===== config.mk =====
export PLATFORM = sky130hd
export DESIGN_NAME = fft_sink_framer
export DESIGN_NICKNAME = d
export VERILOG_FILES = /design/src/rtl/fft_pkg.sv /design/src/rtl/fft_skid_fifo.sv /design/src/rtl/fft_sink_framer.sv
export SDC_FILE = /design/constraint.sdc
export NUM_CORES = 1
export LEC_CHECK = 0
export ABC_AREA = 1
export ABC_CLOCK_PERIOD_IN_PS = 3350
export CORE_MARGIN = 2
export CORE_UTILIZATION = 45
export DETAILED_ROUTE_END_ITERATION = 10
export GPL_ROUTABILITY_DRIVEN = 0
export MAX_ROUTING_LAYER = met4
export PLACE_DENSITY = 0.73
export SYNTH_ARGS = -nofsm -noshare
export SYNTH_HDL_FRONTEND = slang
export SYNTH_SLANG_ARGS = --single-unit
export TNS_END_PERCENT = 5

===== constraint.sdc =====
create_clock -name clk -period 3.35 [get_ports clk]
set_input_delay 0.335 -clock clk [delete_from_list [all_inputs] [get_ports clk]]
set_output_delay 0.335 -clock clk [all_outputs]
set_load 0.01 [all_outputs]

===== src/rtl/fft_pkg.sv =====
// Shared types and helpers for the FFT sink framing path.
package fft_pkg;

   localparam int unsigned FFT_DATA_W      = 14;
   localparam int unsigned FFT_LEN_DEFAULT = 1024;

   typedef enum logic [1:0] {
      IDLE = 2'd0,
      RUN  = 2'd1,
      GAP  = 2'd2
   } framer_state_t;

   // Bits needed to index n items, never less than one bit.
   function automatic int unsigned clog2_min1(input int unsigned n);
      int unsigned r;
      r = 1;
      while ((64'(1) << r) < 64'(n)) r++;
      return r;
   endfunction

endpackage


===== src/rtl/fft_skid_fifo.sv =====
// Two-entry first-word-fall-through FIFO; head entry drives the output directly.
module fft_skid_fifo
   import fft_pkg::*;
#(
   parameter int unsigned W = 8
) (
   input  logic         clk,
   input  logic         reset_n,
   input  logic         push,
   input  logic         pop,
   input  logic [W-1:0] din,
   output logic [W-1:0] dout,
   output logic         full,
   output logic         empty
);

   logic [W-1:0] head_q, head_d;
   logic [W-1:0] tail_q, tail_d;
   logic         empty_q, empty_d;
   logic         full_q, full_d;
   logic         do_pop;
   logic         do_push;

   // Next-state: a push into a full FIFO is only accepted alongside a pop.
   always_comb begin
      head_d  = head_q;
      tail_d  = tail_q;
      empty_d = empty_q;
      full_d  = full_q;
      do_pop  = pop && !empty_q;
      do_push = push && (!full_q || do_pop);
      case ({do_push, do_pop})
         2'b10: begin
            if (empty_q) begin
               head_d  = din;
               empty_d = 1'b0;
            end else begin
               tail_d = din;
               full_d = 1'b1;
            end
         end
         2'b01: begin
            head_d  = tail_q;
            full_d  = 1'b0;
            empty_d = !full_q;
         end
         2'b11: begin
            if (full_q) begin
               head_d = tail_q;
               tail_d = din;
            end else begin
               head_d = din;
            end
         end
         default: ;
      endcase
   end

   // Storage and occupancy flags.
   always_ff @(posedge clk or negedge reset_n) begin
      if (!reset_n) begin
         head_q  <= '0;
         tail_q  <= '0;
         empty_q <= 1'b1;
         full_q  <= 1'b0;
      end else begin
         head_q  <= head_d;
         tail_q  <= tail_d;
         empty_q <= empty_d;
         full_q  <= full_d;
      end
   end

   assign dout  = head_q;
   assign full  = full_q;
   assign empty = empty_q;

endmodule


===== src/rtl/fft_sink_framer.sv =====
// Channel select, decimation and FFT_LEN framing in front of the FFT sink port.
module fft_sink_framer
   import fft_pkg::*;
#(
   parameter int unsigned DATA_W     = FFT_DATA_W,
   parameter int unsigned FFT_LEN    = FFT_LEN_DEFAULT,
   parameter int unsigned NUM_CH     = 2,
   parameter int unsigned GAP_CYCLES = 0
) (
   input  logic                               clk,
   input  logic                               reset_n,
   input  logic                               enable,
   input  logic [clog2_min1(NUM_CH)-1:0]      ch_sel,
   input  logic [7:0]                         decim,
   input  logic [NUM_CH*DATA_W-1:0]           in_data,
   input  logic                               in_valid,
   input  logic                               sink_ready,
   output logic                               sink_valid,
   output logic                               sink_sop,
   output logic                               sink_eop,
   output logic [DATA_W-1:0]                  sink_real,
   output logic [DATA_W-1:0]                  sink_imag,
   output logic [clog2_min1(NUM_CH)-1:0]      sink_channel,
   output logic                               busy,
   output logic                               overflow,
   input  logic                               clr_ovf,
   output logic [15:0]                        frame_cnt
);

   localparam int unsigned CH_W     = clog2_min1(NUM_CH);
   localparam int unsigned IDX_W    = clog2_min1(FFT_LEN);
   localparam int unsigned GAP_W    = clog2_min1(GAP_CYCLES + 1);
   localparam int unsigned GAP_LAST = (GAP_CYCLES == 0) ? 0 : GAP_CYCLES - 1;
   localparam int unsigned FIFO_W   = DATA_W + CH_W + 2;

   framer_state_t     state_q, state_d;
   logic [CH_W-1:0]   ch_q, ch_d;
   logic [7:0]        reload_q, reload_d;
   logic [7:0]        dcnt_q, dcnt_d;
   logic [IDX_W-1:0]  idx_q, idx_d;
   logic [GAP_W-1:0]  gap_q, gap_d;
   logic              overflow_q, overflow_d;
   logic [15:0]       frame_cnt_q, frame_cnt_d;
   logic              busy_q, busy_d;

   logic [DATA_W-1:0] sel_data;
   logic              start;
   logic              frame_end;
   logic              push;
   logic              pop;
   logic              fifo_ok;
   logic              fifo_full;
   logic              fifo_empty;
   logic [FIFO_W-1:0] fifo_din;
   logic [FIFO_W-1:0] fifo_dout;

   // Channel mux driven by the channel latched at frame start.
   always_comb begin
      sel_data = in_data[DATA_W-1:0];
      for (int c = 0; c < int'(NUM_CH); c++) begin
         if (int'(ch_q) == c) sel_data = in_data[c*DATA_W +: DATA_W];
      end
   end

   assign pop      = !fifo_empty && sink_ready;
   assign fifo_ok  = !fifo_full || pop;
   assign fifo_din = {sel_data, ch_q, (idx_q == '0), (idx_q == IDX_W'(FFT_LEN - 1))};

   // Framing FSM, decimation/index/gap counters and status flags.
   always_comb begin
      state_d     = state_q;
      ch_d        = ch_q;
      reload_d    = reload_q;
      dcnt_d      = dcnt_q;
      idx_d       = idx_q;
      gap_d       = gap_q;
      overflow_d  = overflow_q;
      frame_cnt_d = frame_cnt_q;
      start       = 1'b0;
      frame_end   = 1'b0;
      push        = 1'b0;

      if (clr_ovf) overflow_d = 1'b0;
      if (pop && fifo_dout[0]) frame_cnt_d = frame_cnt_q + 16'd1;

      case (state_q)
         IDLE: begin
            if (enable) start = 1'b1;
         end
         RUN: begin
            if (in_valid) begin
               if (dcnt_q == 8'd0) begin
                  dcnt_d = reload_q;
                  if (fifo_ok) begin
                     push = 1'b1;
                     if (idx_q == IDX_W'(FFT_LEN - 1)) begin
                        idx_d     = '0;
                        frame_end = 1'b1;
                     end else begin
                        idx_d = idx_q + IDX_W'(1);
                     end
                  end else begin
                     // Drop the sample; index holds so the frame stays whole.
                     overflow_d = 1'b1;
                  end
               end else begin
                  dcnt_d = dcnt_q - 8'd1;
               end
            end
            if (frame_end) begin
               if (GAP_CYCLES > 0) begin
                  state_d = GAP;
                  gap_d   = '0;
               end else if (enable) begin
                  start = 1'b1;
               end else begin
                  state_d = IDLE;
               end
            end
         end
         GAP: begin
            if (gap_q == GAP_W'(GAP_LAST)) begin
               if (enable) start = 1'b1;
               else        state_d = IDLE;
            end else begin
               gap_d = gap_q + GAP_W'(1);
            end
         end
         default: state_d = IDLE;
      endcase

      // Frame start: latch channel and decimation, restart the counters.
      if (start) begin
         state_d  = RUN;
         ch_d     = (32'(ch_sel) < NUM_CH) ? ch_sel : '0;
         reload_d = (decim == 8'd0) ? 8'd0 : decim - 8'd1;
         dcnt_d   = 8'd0;
         idx_d    = '0;
      end

      busy_d = (state_d != IDLE);
   end

   // State and counter registers.
   always_ff @(posedge clk or negedge reset_n) begin
      if (!reset_n) begin
         state_q     <= IDLE;
         ch_q        <= '0;
         reload_q    <= 8'd0;
         dcnt_q      <= 8'd0;
         idx_q       <= '0;
         gap_q       <= '0;
         overflow_q  <= 1'b0;
         frame_cnt_q <= 16'd0;
         busy_q      <= 1'b0;
      end else begin
         state_q     <= state_d;
         ch_q        <= ch_d;
         reload_q    <= reload_d;
         dcnt_q      <= dcnt_d;
         idx_q       <= idx_d;
         gap_q       <= gap_d;
         overflow_q  <= overflow_d;
         frame_cnt_q <= frame_cnt_d;
         busy_q      <= busy_d;
      end
   end

   fft_skid_fifo #(
      .W (FIFO_W)
   ) u_fifo (
      .clk     (clk),
      .reset_n (reset_n),
      .push    (push),
      .pop     (pop),
      .din     (fifo_din),
      .dout    (fifo_dout),
      .full    (fifo_full),
      .empty   (fifo_empty)
   );

   assign sink_valid   = !fifo_empty;
   assign sink_real    = fifo_dout[FIFO_W-1 -: DATA_W];
   assign sink_channel = fifo_dout[2 +: CH_W];
   assign sink_sop     = fifo_dout[1];
   assign sink_eop     = fifo_dout[0];
   assign sink_imag    = '0;
   assign busy         = busy_q;
   assign overflow     = overflow_q;
   assign frame_cnt    = frame_cnt_q;

endmodule


After elaboration in Yosys (flattened, before gate mapping). Cells that the tools add are included. Widths: inputs -> output; s select.

Add/sub/neg operators: 5. Equality and inequality tests: 9. Multiplexer cells: 45. Reductions and logical operators: 25.

Operator list (count): $mux 17 (4); $mux 10 (6); $pmux 17 s3 (1); $mux 8 (5); $pmux 17 s2 (1); $mux 1 (19); $add 16x1->16 const B (1); $logic_not 8->1 (2); $sub 8x1->8 const B (2); $mux 14 (1); $reduce_bool 2->1 (7); $add 10x1->10 const B (1); $eq 10x10->1 const B (1); $logic_not 10->1 (1); $mux 2 (4); $eq 2x2->1 const B (3); $pmux 2 s3 (1); $reduce_and 2->1 (3); $eq 2x1->1 const B (2); $logic_and 1x1->1 (4); $ne 2x1->1 const B (2); $pmux 1 s2 (2); $reduce_and 4->1 (1); $pmux 1 s3 (1); other kinds (7) (9).

Register bits: 84. Input port bits: 43. Output and inout bits: 50. Logic and storage cells: 97.

Logic depth before layout (Yosys ltp). Gate-level depths: netlist (run 1).

Depth after elaboration: 11. Depth in mapped cells: 16. Mapped depth without buffers: 15.

By module. Synthesis (run 1) repeated with hierarchy kept, for this count alone.

Cells, all modules: 672. Area total of the unflattened synthesis: 4909.7 µm².

Modules (own cells, without submodules): fft_sink_framer (times used 1, cells an instance 444, area an instance 3121.7 µm², seq. area each 1176.1 µm²); fft_skid_fifo (times used 1, cells an instance 228, area an instance 1788.0 µm², seq. area each 902.1 µm²).

Least setup slack after synthesis (run 1). Ideal clock, no wire load.

Path type: register to register. Start: register dcnt_q[0]. End: register u_fifo.tail_q[3]. Library setup time: 0.132 ns. Data arrival time: 2.202 ns. Required time: 3.218 ns. Slack: 1.015 ns. Cell stages (with the launch flop): 15. Path buffers: 2. Period minus slack after synthesis: 2.335 ns. Cells stage by stage: dfrtp_1 inv_1 ha_1 nand2_1 nor2_8 nand3_2 inv_2 buf_2 ha_1 inv_1 o21ai_0 nand2_1 inv_2 clkbuf_1 o21ai_0.

Cells in the longest elaborated chain, start to end: 8. Elaborated cells on any way between the ends: 12. Those cells by class: 4 x eq/ne; 4 x mux; 4 x reduce/logical.

RTL lines: start: declaration (line fft_sink_framer.sv:39) `logic [7:0] dcnt_q, dcnt_d;`; start signal: assignment (line fft_sink_framer.sv:160) `dcnt_q <= dcnt_d;`; $logic_not 8->1 (*) (line fft_sink_framer.sv:92) `if (dcnt_q == 8'd0) begin`; $mux 1 (*) (line fft_sink_framer.sv:92); $mux 1 (*) (line fft_sink_framer.sv:91) `if (in_valid) begin`; $mux 1 (*) (line fft_sink_framer.sv:86) `case (state_q)`; $logic_and 1x1->1 (*) (line fft_skid_fifo.sv:31) `do_push = push && (!full_q || do_pop);`; $eq 2x2->1 (line fft_skid_fifo.sv:32) `case ({do_push, do_pop})`; $ne 2x1->1 (no source line) (tied with other cells); $reduce_and 3->1 (no source line); end signal: assignment (line fft_skid_fifo.sv:68) `tail_q <= tail_d;`; end: declaration (line fft_skid_fifo.sv:18) `logic [W-1:0] tail_q, tail_d;`.

Mark *: on every way between the ends. The rest lies on a longest branch, timed or not. A chain may end at the register's enable or synchronous reset.

Worst setup path after layout (run 1).
Start: register dcnt_q[0]. End: register u_fifo.tail_q[13].

The elaborated chain is that of the path after synthesis.

==> results of run 1 <==
-- synth_stat cells (2+ instances only) --
cell type / instances
nand2_4: 3
inv_2: 6
nor2_4: 2
nand2_2: 5
o21ai_2: 7
clkbuf_1: 6
buf_6: 5
nand4_1: 8
buf_2: 8
inv_1: 72
nor2_2: 3
ha_1: 9
nor3_1: 5
xor2_1: 13
o21ai_0: 53
nand2_1: 222
dfrtp_1: 82
a21oi_1: 9
nor3b_1: 3
xnor2_1: 5
or2_2: 5
nor2_1: 34
o211ai_1: 2
nand3_1: 55
buf_4: 14
-- power by group --
| group | switching (mW) | internal, mW |
|---|---|---|
| registers | 0.189 | 1.28 |
| clock network | 0.370 | 0.463 |
| logic | 0.758 | 0.549 |
| total | 1.32 | 2.29 |
-- kinds of logic after synthesis --
family | after synthesis
AOI/OAI and AO/OA | 76
DFF | 83
xor gates and xnor gates | 18
other | 1
and+or+nand+nor | 350
buffers and inverters | 112
adders and majority gates | 9
-- sequential cells by signal (all words and copies together) (netlist names) --
register	flops
busy	1
ch_q	1
dcnt_q	8
frame_cnt	16
idx_q	10
overflow	1
reload_q	8
state_q	2
u_fifo.dout	17
u_fifo.empty	1
u_fifo.full	1
u_fifo.tail_q	17
-- worst paths after layout --
check	start	endpoint	depth (start not counted)
max	dcnt_q[0]	u_fifo.tail_q[13]	12
min	reset_n	frame_cnt[8]	1
max reg2reg	dcnt_q[0]	u_fifo.tail_q[13]	12
min reg2reg	reload_q[5]	reload_q[5]	2
max in group asynchronous	reset_n	u_fifo.dout[6]	1
min in group clk	reload_q[5]	reload_q[5]	2
-- cell type report --
cell class,instances,area [um2]
Clock inverter,5,85.08
Clock buffer,11,151.4
Sequential cell,83,2078
Timing Repair Buffer,80,793.3
Multi-Input combinational cell,468,2297
Tap cell,136,170.2
Fill cell,956,4497
Inverter,79,297.8
-- metal layers --
metal | global-route usage [%] | routed length [um] | vias to the layer above
li1 | - | - | 2151
met1 | 25.36 | 4900 | 2010
met2 | 30.41 | 5008 | 120
met3 | 2.785 | 528 | 19
met4 | 7.326 | 178 | 0
met5 | - | 0 | -
-- worst register-to-register path: stages, from the launching register on --
cell and delay, ns:
dfrtp_1 0.40, inv_1 0.11, ha_1 0.15, nand2_1 0.13
nor2_8 0.21, nand3_2 0.26, inv_2 0.29, ha_1 0.24
nand2_1 0.08, o21ai_0 0.08, nand2_1 0.17, inv_2 0.34
o21ai_0 0.17
-- metrics by stage --
step / utilization (%) / cell area [um2]
detailed placement: 54.36 / 5637
floorplan: - / 4897
CTS: 56.64 / 5873
global route: 56.64 / 5873
finish: 56.64 / 5873
global placement: 54.36 / 5637
==> out/qor.yml, run 1 <==
run_status:
  status: "finished clean"
global_route:
  antenna_found_initial: 0
  grt_pass1_wl_um: 17630
  grt_usage_pct: 19.31
  overflow: 0
  grt_max_degree: 84
  grt_pass1_vias: 3929
clocking:
  cts_hold_buf: 0
  cts.sinks: 83
  root_buffer: "clkbuf_8"
  path_clk_slew_ns: 0.08
  clock_latency_ns: 0.35
  h-tree-depth: 3
  post_cts_buffers: 0
  cts_buffer_depth: 2
  cts_tree: "done"
  cts_made_buffers: 9
  cts_resized: 0
worst_setup_path:
  path_common_cell: "nand2_1"
  worstPathArrival_ns: 2.95
  crit_path_start_kind: "register"
  cp_max_fo: 28
  cp_top_family: "simple AND/OR/NAND/NOR gates"
  required_ns: 3.56
  reg2reg_setup_slack_ns: 0.61
  end_kind: "register"
  crit_path_max_incr_delay_ns: 0.40
  path_buf_inv: 3
  critPathSlowestCell: "dfrtp_1"
  path_cells: "inv_1 -> ha_1 -> nand2_1 -> nor2_8 -> nand3_2 -> inv_2 -> ha_1 -> nand2_1 -> o21ai_0 -> nand2_1 -> inv_2 -> o21ai_0"
  criticalPathCategory: "register to register"
layout:
  nets: 773
  syn2layout_area_growth_pct: 21.23
  layout_common_cells: "nand2_1 (222), dfrtp_1 (82), clkdlybuf4s50_1 (77), inv_1 (72), nand3_1 (55)"
  insertedDiodeCount: 0
  finalNonFillerCells: 862
  final_common_cell: "nand2_1"
  drive_gt1_share_pct: 7.851
logic_synthesis:
  syn_inst: 649
  synth_top_cell_by_area: "dfrtp_1"
  synthMuxAreaShare_pct: 0
  ys_warn_count: 0
  syn_avg_cell_area_um2: 7.465
  netlist_area_mm2: 0.004845
  synth-edff-count: 0
  ys_ff_latch: 83
  synth_top_cell_area_share_pct: 42.36
  seq_area_frac_synth_pct: 42.90
  synthXorXnorAreaFrac_pct: 3.254
  synthAdderAreaFrac_pct: 2.324
  synthFlopType: "dfrtp_1"
  async_flop_share_pct: 100.0
  synthDistinctLibCells: 38
  synth_top_family_by_area: "simple AND/OR/NAND/NOR gates"
  yosys.area_share.simple_pct: 31.74
  synth_compound_area_share_pct: 8.936
  yosys-top-cells-area: "dfrtp_1 (42%), nand2_1 (17%), nand3_1 (5.7%), inv_1 (5.6%), o21ai_0 (5.5%)"
hold_path:
  hold_class: "input pin to async pin"
power_and_ir_drop:
  power_mw: 3.608
  ir_drop_v: 0.0003053
  p_per_area_mw_per_mm2: 614.4
  p_leak_nw: 3.057
sta:
  tns_ns: 0
  clock_skew_ns: 0.01311
  worst_slew_margin_rel_pct: 30.96
  whs_ns: 0.1256
  drv_slew: 0
  worst_pin_slew_ns: 1.036
  fin_crit_sh_pct: 81.90
  min_period_ns: 2.744
  hold_viol: 0
  max_freq_mhz: 364.5
  rsz0062_at_grt: "no"
  worst_slack_ns: 0.6063
  finalSetupViolCount: 0
job:
  cap_violations: 0
routing:
  drt_wl_total_um: 10620
  first_iter_violations: 244
  viasPerCell: 4.988
  via_count: 4300
  ant_nets: 0
  drc: 0
  wire_per_inst_um: 12.32
  drt_pre_antenna_iters: 4
die:
  dieHeight_um: 107.8
  dieWidth_um: 107.8
  core-area_mm2: 0.01037
  rows: 37
  start_util_pct: 46.72
  pin_count: 93
  die_area_mm2: 0.01161
placement:
  dp_slack_ns: 0.6230
  dpl.hpwl_um: 7760
  portBuffers: 78
  place_inst: 846
(Power assumes the default switching activity.)
==> run 2, diff against run 1 <==
--- a/config.mk
+++ b/config.mk
@@ -6,13 +6,13 @@
 export NUM_CORES = 1
 export LEC_CHECK = 0
 export ABC_AREA = 1
-export ABC_CLOCK_PERIOD_IN_PS = 3350
+export ABC_CLOCK_PERIOD_IN_PS = 2340
 export CORE_MARGIN = 2
 export CORE_UTILIZATION = 45
 export DETAILED_ROUTE_END_ITERATION = 10
 export GPL_ROUTABILITY_DRIVEN = 0
 export MAX_ROUTING_LAYER = met4
-export PLACE_DENSITY = 0.73
+export PLACE_DENSITY = 0.76
 export SYNTH_ARGS = -nofsm -noshare
 export SYNTH_HDL_FRONTEND = slang
 export SYNTH_SLANG_ARGS = --single-unit
==> constraint.sdc (replaced) <==
create_clock -name clk -period 2.34 [get_ports clk]
set_input_delay 0.234 -clock clk [delete_from_list [all_inputs] [get_ports clk]]
set_output_delay 0.234 -clock clk [all_outputs]
set_load 0.01 [all_outputs]
==> out/qor.yml, run 2 (synthesized netlist as in run 1, its figures left out) <==
worst_setup_path:
  reg2reg_setup_slack_ns: 0.21  # -0.40 ns
  cp_max_fo: 11  # -61%
  crit_path_start_kind: "register"
  path_common_cell: "nand2_1"
  crit_path_max_incr_delay_ns: 0.39  # about the same
  path_buf_inv: 4  # +1
  cp_top_family: "simple AND/OR/NAND/NOR gates"
  reg2regPathDepth: 14  # +2
  worstPathArrival_ns: 2.37  # -0.58 ns
  end_kind: "register"
  required_ns: 2.58  # -0.98 ns
  criticalPathCategory: "register to register"
  path_cells: "inv_1 -> ha_1 -> nand2_1 -> nor2_8 -> nand3_2 -> buf_4 -> ha_1 -> inv_1 -> nand2_1 -> nand2_1 -> buf_4 -> o21ai_0 -> nand2_1 -> nand2_1"
  r2r-start: "dcnt_q[0]"
  critPathSlowestCell: "dfrtp_1"
  timing.rr.end: "u_fifo.dout[8]"
power_and_ir_drop:
  power_frac_comb_pct: 38.3  # +2.1 points
  p_int_mw: 3.175  # +39%
  p_per_area_mw_per_mm2: 854.9  # +39%
  sw_frac_of_total_pct: 37.24  # +0.75 points
  ir_drop_v: 0.0003935  # +29%
  p_sw_mw: 1.884  # +43%
  clockPowerShare_pct: 20.2  # -2.9 points
  p_seq_share_pct: 41.5  # +0.8 points
  p_leak_nw: 3.089  # +1.1%
job:
  cap_violations: 0  # unchanged
hold_path:
  hold_class: "input pin to async pin"
clocking:
  cts_buffer_depth: 2  # unchanged
  cts_made_buffers: 9  # unchanged
  clock_latency_ns: 0.35  # about the same
  path_clk_slew_ns: 0.08  # about the same
  cts_tree: "done"
  root_buffer: "clkbuf_8"
  cts.sinks: 83  # unchanged
  h-tree-depth: 3  # unchanged
die:
  pin_count: 93  # unchanged
  rows: 37  # unchanged
  core-area_mm2: 0.01037  # unchanged
  dieWidth_um: 107.8  # unchanged
  start_util_pct: 46.72  # unchanged
  dieHeight_um: 107.8  # unchanged
  die_area_mm2: 0.01161  # unchanged
layout:
  fin_area_mm2: 0.005918  # +0.77%
  nets: 782  # +1.2%
  layout_common_cells: "nand2_1 (221), dfrtp_1 (82), clkdlybuf4s50_1 (77), inv_1 (72), nand3_1 (55)"
  drive_gt1_share_pct: 8.856  # +1.0 points
  syn2layout_area_growth_pct: 22.16
  final_common_cell: "nand2_1"
  insertedDiodeCount: 0  # unchanged
  nFillCells: 956  # unchanged
routing:
  drt_wl_total_um: 10800  # +1.7%
  drt_pre_antenna_iters: 5  # +1
  first_iter_violations: 228  # -6.6%
  viasPerCell: 4.968  # -0.41%
  via_count: 4322  # +0.51%
  drc: 0  # unchanged
  wire_per_inst_um: 12.41  # +0.80%
  ant_nets: 0  # unchanged
sta:
  tns_ns: 0  # unchanged
  max_freq_mhz: 469.3  # +29%
  worst_pin_slew_ns: 0.6214  # -0.4142 ns
  fin_crit_sh_pct: 91.07  # +9.2 points
  worst_slew_margin_rel_pct: 58.57  # +28 points
  drv_slew: 0  # unchanged
  clock_skew_ns: 0.01002  # -0.003089 ns
  rsz0062_at_grt: "no"
  min_period_ns: 2.131  # -0.6126 ns
  hold_viol: 0  # unchanged
  finalSetupViolCount: 0  # unchanged
placement:
  dpl.hpwl_um: 7871  # +1.4%
  portBuffers: 78  # unchanged
  place_area_mm2: 0.005694  # +1.0%
global_route:
  overflow: 0  # unchanged
  grt_pass1_vias: 4174  # +6.2%
  antenna_found_initial: 0  # unchanged
  grt_max_degree: 44  # -48%
  grt_pass1_wl_um: 18400  # +4.3%
  grt_usage_pct: 20.15  # +0.84 points
run_status:
  status: "finished clean"
run 2: cell count changes in the layout (fill, tap and decap cells not counted), sizes merged:
cell         delta
dlygate4sd3     +1
buf             +8
inv             -1
bufinv          -1
clkbuf          -1
clkinvlp        -1
clkinv          +3
run 2: power by group through the flow:
| stage | combinational [mW] | sequential, mW | clock, mW |
|---|---|---|---|
| 2_1_floorplan | 1.21 | 2.11 | 0 |
| 3_3_place_gp | 1.84 | 2.11 | 0 |
| 3_5_place_dp | 1.89 | 2.12 | 0 |
| 4_1_cts | 1.91 | 2.10 | 1.05 |
| 5_1_grt | 2.21 | 2.15 | 1.10 |
| 6_report | 1.94 | 2.10 | 1.02 |
run 2: through the flow:
stage | setup slack, ns | util (%) | power [mW] | hold slack (ns) | cells
after floorplan | 0.005490 | - | 3.325 | -0.06159 | 663
after global placement | 0.1753 | 54.91 | 3.949 | 0.2600 | 852
after detailed placement | 0.07781 | 54.91 | 4.014 | 0.2634 | 852
after CTS | 0.07836 | 56.85 | 5.059 | 0.4292 | 868
after global routing | 0.01212 | 57.07 | 5.466 | 0.4528 | 870
final | 0.2090 | 57.07 | 5.059 | 0.4038 | 870
run 2: final cells by class:
type / instances / area [um2] / area share (%)
clock buffer: 10 / 137.6 / 2.326
clock inverter: 5 / 53.80 / 0.9091
inverter: 79 / 302.8 / 5.116
multi-input combinational: 468 / 2300 / 38.86
sequential: 83 / 2078 / 35.12
tap: 136 / 170.2 / 2.875
timing repair buffer: 89 / 875.8 / 14.80
run 2: how the worst max path moves through the flow:
stage                     slack [ns]  startpoint               end  depth (start not counted)
after floorplan                0.005   dcnt_q[0]  u_fifo.tail_q[3]                         14
after CTS                       0.08   dcnt_q[0]  u_fifo.tail_q[6]                         12
after global routing            0.01   dcnt_q[0]   u_fifo.dout[15]                         14
final                           0.21   dcnt_q[0]    u_fifo.dout[8]                         14
after detailed placement        0.08    in_valid  u_fifo.tail_q[8]                         11
after global placement          0.18    in_valid    u_fifo.dout[8]                         13
run 2: metal layers:
metal / routed length, um / up-vias / global-route usage (%)
met1: 4839 / 2017 / 25.20
met4: 146 / 0 / 7.509
met2: 5171 / 115 / 32.88
met3: 642 / 15 / 3.450
li1: - / 2175 / -
met5: 0 / - / -
run 2: repair_timing:
action / CTS / global route
endpoints found under the hold margin: 41 / 0
setup buffers: 0 / 2
hold buffers: 1 / 0
endpoints found under the setup margin: 0 / 25
resized for setup: 0 / 5
